<file path="src/rtl/vec_issue_ctrl.sv">
// Issue sequencer for the shared vector unit: issues one vector op, meters scalar
// dispatch behind it, freezes fetch, and runs the release sequence. Optional watchdog: VEC_TIMEOUT_EN.
module vec_issue_ctrl #(
  parameter int LIM_SV     = 5,
  parameter int LIM_VV     = 6,
  parameter int REL_CYCLES = 2
`ifdef VEC_TIMEOUT_EN
  ,
  parameter int TIMEOUT    = 1024
`endif
) (
  input  logic       CLK,
  input  logic       RST,
  input  logic       vec_inst_valid,
  input  logic       sv_vv,
  input  logic       scalar_dispatch,
  input  logic       vec_unit_done,
  input  logic       IF_ID_Freeze,
  input  logic       Branch_Taken__EX_MEM,
  input  logic       PC_Control__IRQ,
  output logic       vec_issue,
  output logic       Vector__Stall,
  output logic       Vector__freeze,
  output logic [1:0] Vector_release_counter,
  output logic [2:0] disp_cnt
`ifdef VEC_TIMEOUT_EN
  ,
  output logic       vec_timeout_err
`endif
);

  typedef enum logic [1:0] {S_IDLE, S_BUSY, S_FROZEN, S_RELEASE} state_t;

  state_t     state;
  logic [2:0] lim;
  logic       hazard;
  logic       accept;
  logic       done_evt;
  logic [3:0] disp_sum;
  logic [2:0] disp_sat;

  assign accept = (state == S_IDLE) & vec_inst_valid & ~IF_ID_Freeze &
                  ~Branch_Taken__EX_MEM & ~PC_Control__IRQ;

  // Count including this cycle's dispatch, saturated at the latched limit.
  assign disp_sum = {1'b0, disp_cnt} + {3'b000, scalar_dispatch};
  assign disp_sat = (disp_sum > {1'b0, lim}) ? lim : disp_sum[2:0];

`ifdef VEC_TIMEOUT_EN
  localparam int WD_W = $clog2(TIMEOUT + 1);

  logic [WD_W-1:0] wd_cnt;
  logic            wd_hit;

  assign wd_hit   = (wd_cnt == WD_W'(TIMEOUT - 1));
  assign done_evt = vec_unit_done | wd_hit;

  always_ff @(posedge CLK) begin
    if (RST) begin
      wd_cnt          <= '0;
      vec_timeout_err <= 1'b0;
    end else if (accept) begin
      wd_cnt <= '0;
    end else if (state == S_BUSY || state == S_FROZEN) begin
      wd_cnt <= wd_cnt + WD_W'(1);
      if (wd_hit) vec_timeout_err <= 1'b1;
    end
  end
`else
  assign done_evt = vec_unit_done;
`endif

  always_ff @(posedge CLK) begin
    if (RST) begin
      state                  <= S_IDLE;
      lim                    <= '0;
      hazard                 <= 1'b0;
      disp_cnt               <= '0;
      vec_issue              <= 1'b0;
      Vector__Stall          <= 1'b0;
      Vector__freeze         <= 1'b0;
      Vector_release_counter <= '0;
    end else begin
      // NOTE: strobe defaults low here so it is high for exactly the first BUSY cycle.
      vec_issue <= 1'b0;
      case (state)
        S_IDLE: begin
          if (accept) begin
            state         <= S_BUSY;
            disp_cnt      <= '0;
            lim           <= sv_vv ? 3'(LIM_SV) : 3'(LIM_VV);
            hazard        <= 1'b0;
            vec_issue     <= 1'b1;
            Vector__Stall <= 1'b1;
          end
        end
        S_BUSY: begin
          disp_cnt <= disp_sat;
          if (done_evt) begin
            state                  <= S_RELEASE;
            Vector_release_counter <= 2'd1;
            Vector__freeze         <= hazard;
          end else if (vec_inst_valid) begin
            state          <= S_FROZEN;
            hazard         <= 1'b1;
            Vector__freeze <= 1'b1;
          end else if (disp_sum == {1'b0, lim}) begin
            state          <= S_FROZEN;
            Vector__freeze <= 1'b1;
          end
        end
        S_FROZEN: begin
          if (done_evt) begin
            state                  <= S_RELEASE;
            Vector_release_counter <= 2'd1;
            Vector__freeze         <= hazard;
          end
        end
        S_RELEASE: begin
          if (Vector_release_counter == 2'(REL_CYCLES)) begin
            state                  <= S_IDLE;
            hazard                 <= 1'b0;
            disp_cnt               <= '0;
            Vector__Stall          <= 1'b0;
            Vector__freeze         <= 1'b0;
            Vector_release_counter <= '0;
          end else begin
            Vector_release_counter <= Vector_release_counter + 2'd1;
          end
        end
        default: state <= S_IDLE;
      endcase
    end
  end

endmodule

</file>
<file path="config.mk">
export PLATFORM = sky130hd
export DESIGN_NAME = vec_issue_ctrl
export DESIGN_NICKNAME = d
export VERILOG_FILES = /design/src/rtl/vec_issue_ctrl.sv
export SDC_FILE = /design/constraint.sdc
export NUM_CORES = 1
export LEC_CHECK = 0
export BUFFER_PORTS_ARGS = -buffer_cell sky130_fd_sc_hd__buf_4
export CAP_MARGIN = 10
export CORE_MARGIN = 3
export CORE_UTILIZATION = 50
export CTS_CLUSTER_DIAMETER = 100
export CTS_CLUSTER_SIZE = 28
export DETAILED_ROUTE_END_ITERATION = 8
export PLACE_DENSITY = 0.82
export SLEW_MARGIN = 0
export SYNTH_ARGS = -nofsm -noshare
export SYNTH_HDL_FRONTEND = slang
export SYNTH_SLANG_ARGS = --single-unit
</file>
<file path="constraint.sdc">
create_clock -name CLK -period 4 [get_ports CLK]
set_input_delay 1.2 -clock CLK [delete_from_list [all_inputs] [get_ports CLK]]
set_output_delay 1.2 -clock CLK [all_outputs]
set_load 0.01 [all_outputs]
</file>
Word-level counts from Yosys, hierarchy flattened. Index checks and enable logic that the tools add are counted. W data, S select, Z words.

Register bits: 14. Bits of input ports: 9.

Add/subtract/negate cells: 2. $lt $le $gt $ge: 1. Eq/ne operators: 12. Muxes and demuxes: 28. Bitwise logic cells: 8. Reduce and logical (&&, ||, !) cells: 14.

Operators by type and width (count): $mux W2 (9); $mux W1 (10); $ne A2 B2 Y1 const B (5); $mux W3 (3); $pmux W3 S3 (1); $pmux W2 S4 (1); $reduce_and A4 Y1 (2); $eq A2 B2 Y1 const B (3); $pmux W1 S3 (2); $reduce_and A3 Y1 (2); $reduce_bool A3 Y1 (2); $reduce_and A5 Y1 (1); $add A3 B1 Y4 (1); $and A1 B1 Y1 (4); $eq A4 B3 Y1 (1); $gt A4 B3 Y1 (1); $ne A4 B4 Y1 const B (1); $not A1 Y1 (4); $pmux W2 S2 (1); $reduce_and A2 Y1 (2); $reduce_bool A2 Y1 (2); $reduce_or A2 Y1 (2); $add A2 B1 Y2 const B (1); $eq A2 B1 Y1 const B (1); 3 further kinds (3).

Depth between registers and ports, before layout.
Depth after elaboration: 7. Mapped depth: 9. Mapped depth without buffers: 9.

Worst setup path after synthesis. OpenSTA, ideal clock, no wires.

Path kind: input to register. From: input scalar_dispatch. To: register state[0]. Library setup time: 0.095 ns. Arrival time: 2.813 ns. Data required time: 3.905 ns. Slack: 1.092 ns. Cell stages on the path: 9. Cells stage by stage: ha_1 > ha_1 > xor2_1 > ha_1 > nand4b_1 > o221ai_1 > and2_1 > o21ai_0 > a221oi_1.

Word-level cells in the longest chain between the ends: 4.

RTL lines: start, declared (RTL line 16) `input logic scalar_dispatch,`; $add A3 B1 Y4 (RTL line 46) `assign disp_sum = {1'b0, disp_cnt} + {3'b000, scalar_dispatch};`; $eq A4 B3 Y1 (RTL line 107) `end else if (disp_sum == {1'b0, lim}) begin`; $ne A4 B4 Y1 (no line); $reduce_and A4 Y1 (no line); end signal, assigned (RTL line 104) `state <= S_FROZEN;`; end signal, assigned (RTL line 108) `state <= S_FROZEN;`; end signal, assigned (RTL line 114) `state <= S_RELEASE;`; end, declared (RTL line 34) `state_t state;`.

Every way passes these cells. A chain may end at the register's enable or synchronous reset.

Worst setup path in the final report. Same ends and word-level chain as after synthesis.

==> reports/results.tsv <==
stage	metric	value	unit
outcome	outcome	finished clean	
finish	share of layout cells above drive strength 1	0.207	
setup_path	crit path kind	primary input to flip-flop	
route	# DRC	0	
logic_synthesis	post-synth top area share	0.317	
clock_tree	setup bufs post-CTS	0	
sta	setup TNS	0	ns
route	total iterations of the first detailed-routing run	4	
sta	post-route minimum period	3.00	ns
min_path	worst hold-check path type	flip-flop to flip-flop	
sta	Fmax	0.334	GHz
finish	commonest non-fill, non-tap cell in the layout	buf_4	
grt	total gr overflow	0	
grt	GRT Total Usage	0.187	
die	row count	14	
die	I/O pin count	17	
finish	Final #Nets	142	
clock_tree	clock sinks	14	
sta	Slew HR	0.684	
finish	area of the multi-input gates	559	um2
finish	Diodes inserted	0	
finish	most frequent cells in the layout	buf_4, dfxtp_1, nor2_1	
logic_synthesis	post-synthesis sequential area ratio	0.317	
logic_synthesis	mapped cell area	885	um2
pwr	power per cell area	470	nW/um2
die	Die X-Extent	48.1	um
grt	vias in the first global route	690	
clock_tree	htree depth	1	
logic_synthesis	area leader, netlist	dfxtp_1	
logic_synthesis	post-synth net total	124	
die	Die Y	48.1	um
sta	RSZ-0062 raised after global routing	no	
logic_synthesis	syn_area_per_cell	8.51	um2
route	WL final	2010	um
logic_synthesis	Synth cell types	28	
die	DIE AREA	2310	um2
grt	initial antenna violation count	0	
route	wire per inst	14.6	um
setup_path	Critical Path Start Type	primary input	
finish	Synth-to-Final Area Change	18.7	%
clock_tree	cts repair resizes	0	
clock_tree	clk buf depth	2	
logic_synthesis	Cells after Synth	104	
sta	max-slew violations	0	
clock_tree	worst skew pair latency	0.29	ns
clock_tree	CTS tree	built	
route	drt initial violations	27	
die	Starting Density	0.561	
route	vias	798	
sta	Setup-failing EPs final	0	
sta	Hold Vio Cnt, Final	0	
sta	Final Skew	0.000996	ns
setup_path	worst-path fanout max	3	
route	routed vias/inst	5.82	
pwr	Peak VDD IR	0.293	mV
setup_path	critical path data required time	4.19	ns
placed_design	PortBufs	16	
grt	first-pass GRT wire length	2930	um
placed_design	GPL Wtd Cong	0.746	
grt	pin count of the biggest net entering global routing	15	
setup_path	WP data arrival	3.19	ns
route	antenna viol nets, final	0	
job	max cap viols	0	
placed_design	hpwl dp	1470	um
logic_synthesis	Yosys reg bits	14	
pwr	Static Leakage	0.494	nW
logic_synthesis	ranking of synthesized cells by area	dfxtp_1, ha_1, mux2i_1	
clock_tree	CTS clock-pin slew for the worst setup and hold paths	0.09	ns
die	core footprint	1580	um2
logic_synthesis	Syn. warnings	0	
clock_tree	CTS buffer count	3	
finish	layout filler cell count	132	
clock_tree	root buffer cell	clkbuf_4	
setup_path	R2R setup slack	1.69	ns
setup_path	Worst setup EP type	flip-flop	
finish	register area	280	um2
sta	Slew @ Worst Pin	0.474	ns
clock_tree	Hold Buf Count CTS	0	
sta	fin crit share	0.749	
finish	Layout Utilization	0.666	
-- per-layer routing --
metal	vias to the layer above	global-route usage	part of all wire
met3	7	0.0338	0.053
met5	-	0	0
li1	399	-	-
met1	362	0.230	0.43
met2	30	0.309	0.49
met4	0	0.0968	0.023
-- through the flow --
step / worst slack [ns] / total power, W / cell area [um2] / cells / hold WS (ns)
6_report: 1.00 / 0.000493 / 1050 / 137 / 0.496
3_5_place_dp: 0.730 / 0.000385 / 1010 / 133 / 0.489
4_1_cts: 1.03 / 0.000492 / 1050 / 137 / 0.501
5_1_grt: 0.948 / 0.000523 / 1050 / 137 / 0.532
2_1_floorplan: 1.09 / 0.000331 / 885 / 104 / 0.452
3_3_place_gp: 0.857 / 0.000377 / 1010 / 133 / 0.473
-- flip-flops by register name, indices dropped and copies added (netlist names) --
register,flops
Vector__Stall,1
Vector__freeze,1
Vector_release_counter,2
disp_cnt,3
hazard,1
lim,3
state,2
vec_issue,1
-- synth_stat cells --
cell type  instances
a211oi_1           1
a21oi_1           11
a221oi_1           2
a221oi_4           1
a22oi_1            1
a31oi_1            1
and2_1             1
and3_1             1
clkbuf_1           3
dfxtp_1           14
ha_1              11
inv_1              9
mux2i_1            6
nand2_1            5
nand2b_1           1
nand3_1            2
nand3b_2           1
nand4b_1           1
nor2_1            14
nor2b_1            4
nor3_1             2
o21ai_0            5
o221ai_1           1
o2bb2ai_1          1
o32ai_1            1
or2_2              2
or4b_4             1
xor2_1             1
-- area by class of cell --
type	instances	share of cell area
timing repair buffer	16	0.114
inverter	9	0.0322
multi-input combinational	78	0.533
clock buffer	4	0.0346
tap	16	0.0191
sequential	14	0.267
-- kinds of logic (layout without fill, tap and decap cells) --
family / count (synthesis) / after routing / share of synthesized area
adder cells (fa/ha/maj): 11 / 11 / 0.156
AND/OR/NAND/NOR: 35 / 35 / 0.205
flip-flops: 14 / 14 / 0.317
buffers and inverters: 12 / 29 / 0.0509
multiplexers: 6 / 6 / 0.0679
AO/OA/AOI/OAI: 25 / 25 / 0.194
XOR/XNOR: 1 / 1 / 0.00990
-- critical path: stages --
cell and delay (ns):
buf_4 0.11, ha_1 0.20, ha_1 0.22, xor2_1 0.16, ha_1 0.32, nand4b_1 0.10
o221ai_1 0.26, and2_1 0.22, o21ai_0 0.12, a221oi_1 0.28
-- final timing paths --
check | from | to | cells past startpoint
hold / removal | disp_cnt[0]$_SDFFE_PP0P_ | disp_cnt[0]$_SDFFE_PP0P_ | 2
setup / recovery | scalar_dispatch | state[0]$_SDFFE_PP0P_ | 10
setup reg to reg | disp_cnt[0]$_SDFFE_PP0P_ | state[0]$_SDFFE_PP0P_ | 9
hold reg to reg | disp_cnt[0]$_SDFFE_PP0P_ | disp_cnt[0]$_SDFFE_PP0P_ | 2
-- power breakdown --
part	internal [W]	switching, W	total (W)
clock network	0.0000555	0.0000504	0.000106
registers	0.000158	0.0000159	0.000174
logic	0.0000968	0.000117	0.000213
Power figures use the tool's default switching activity.
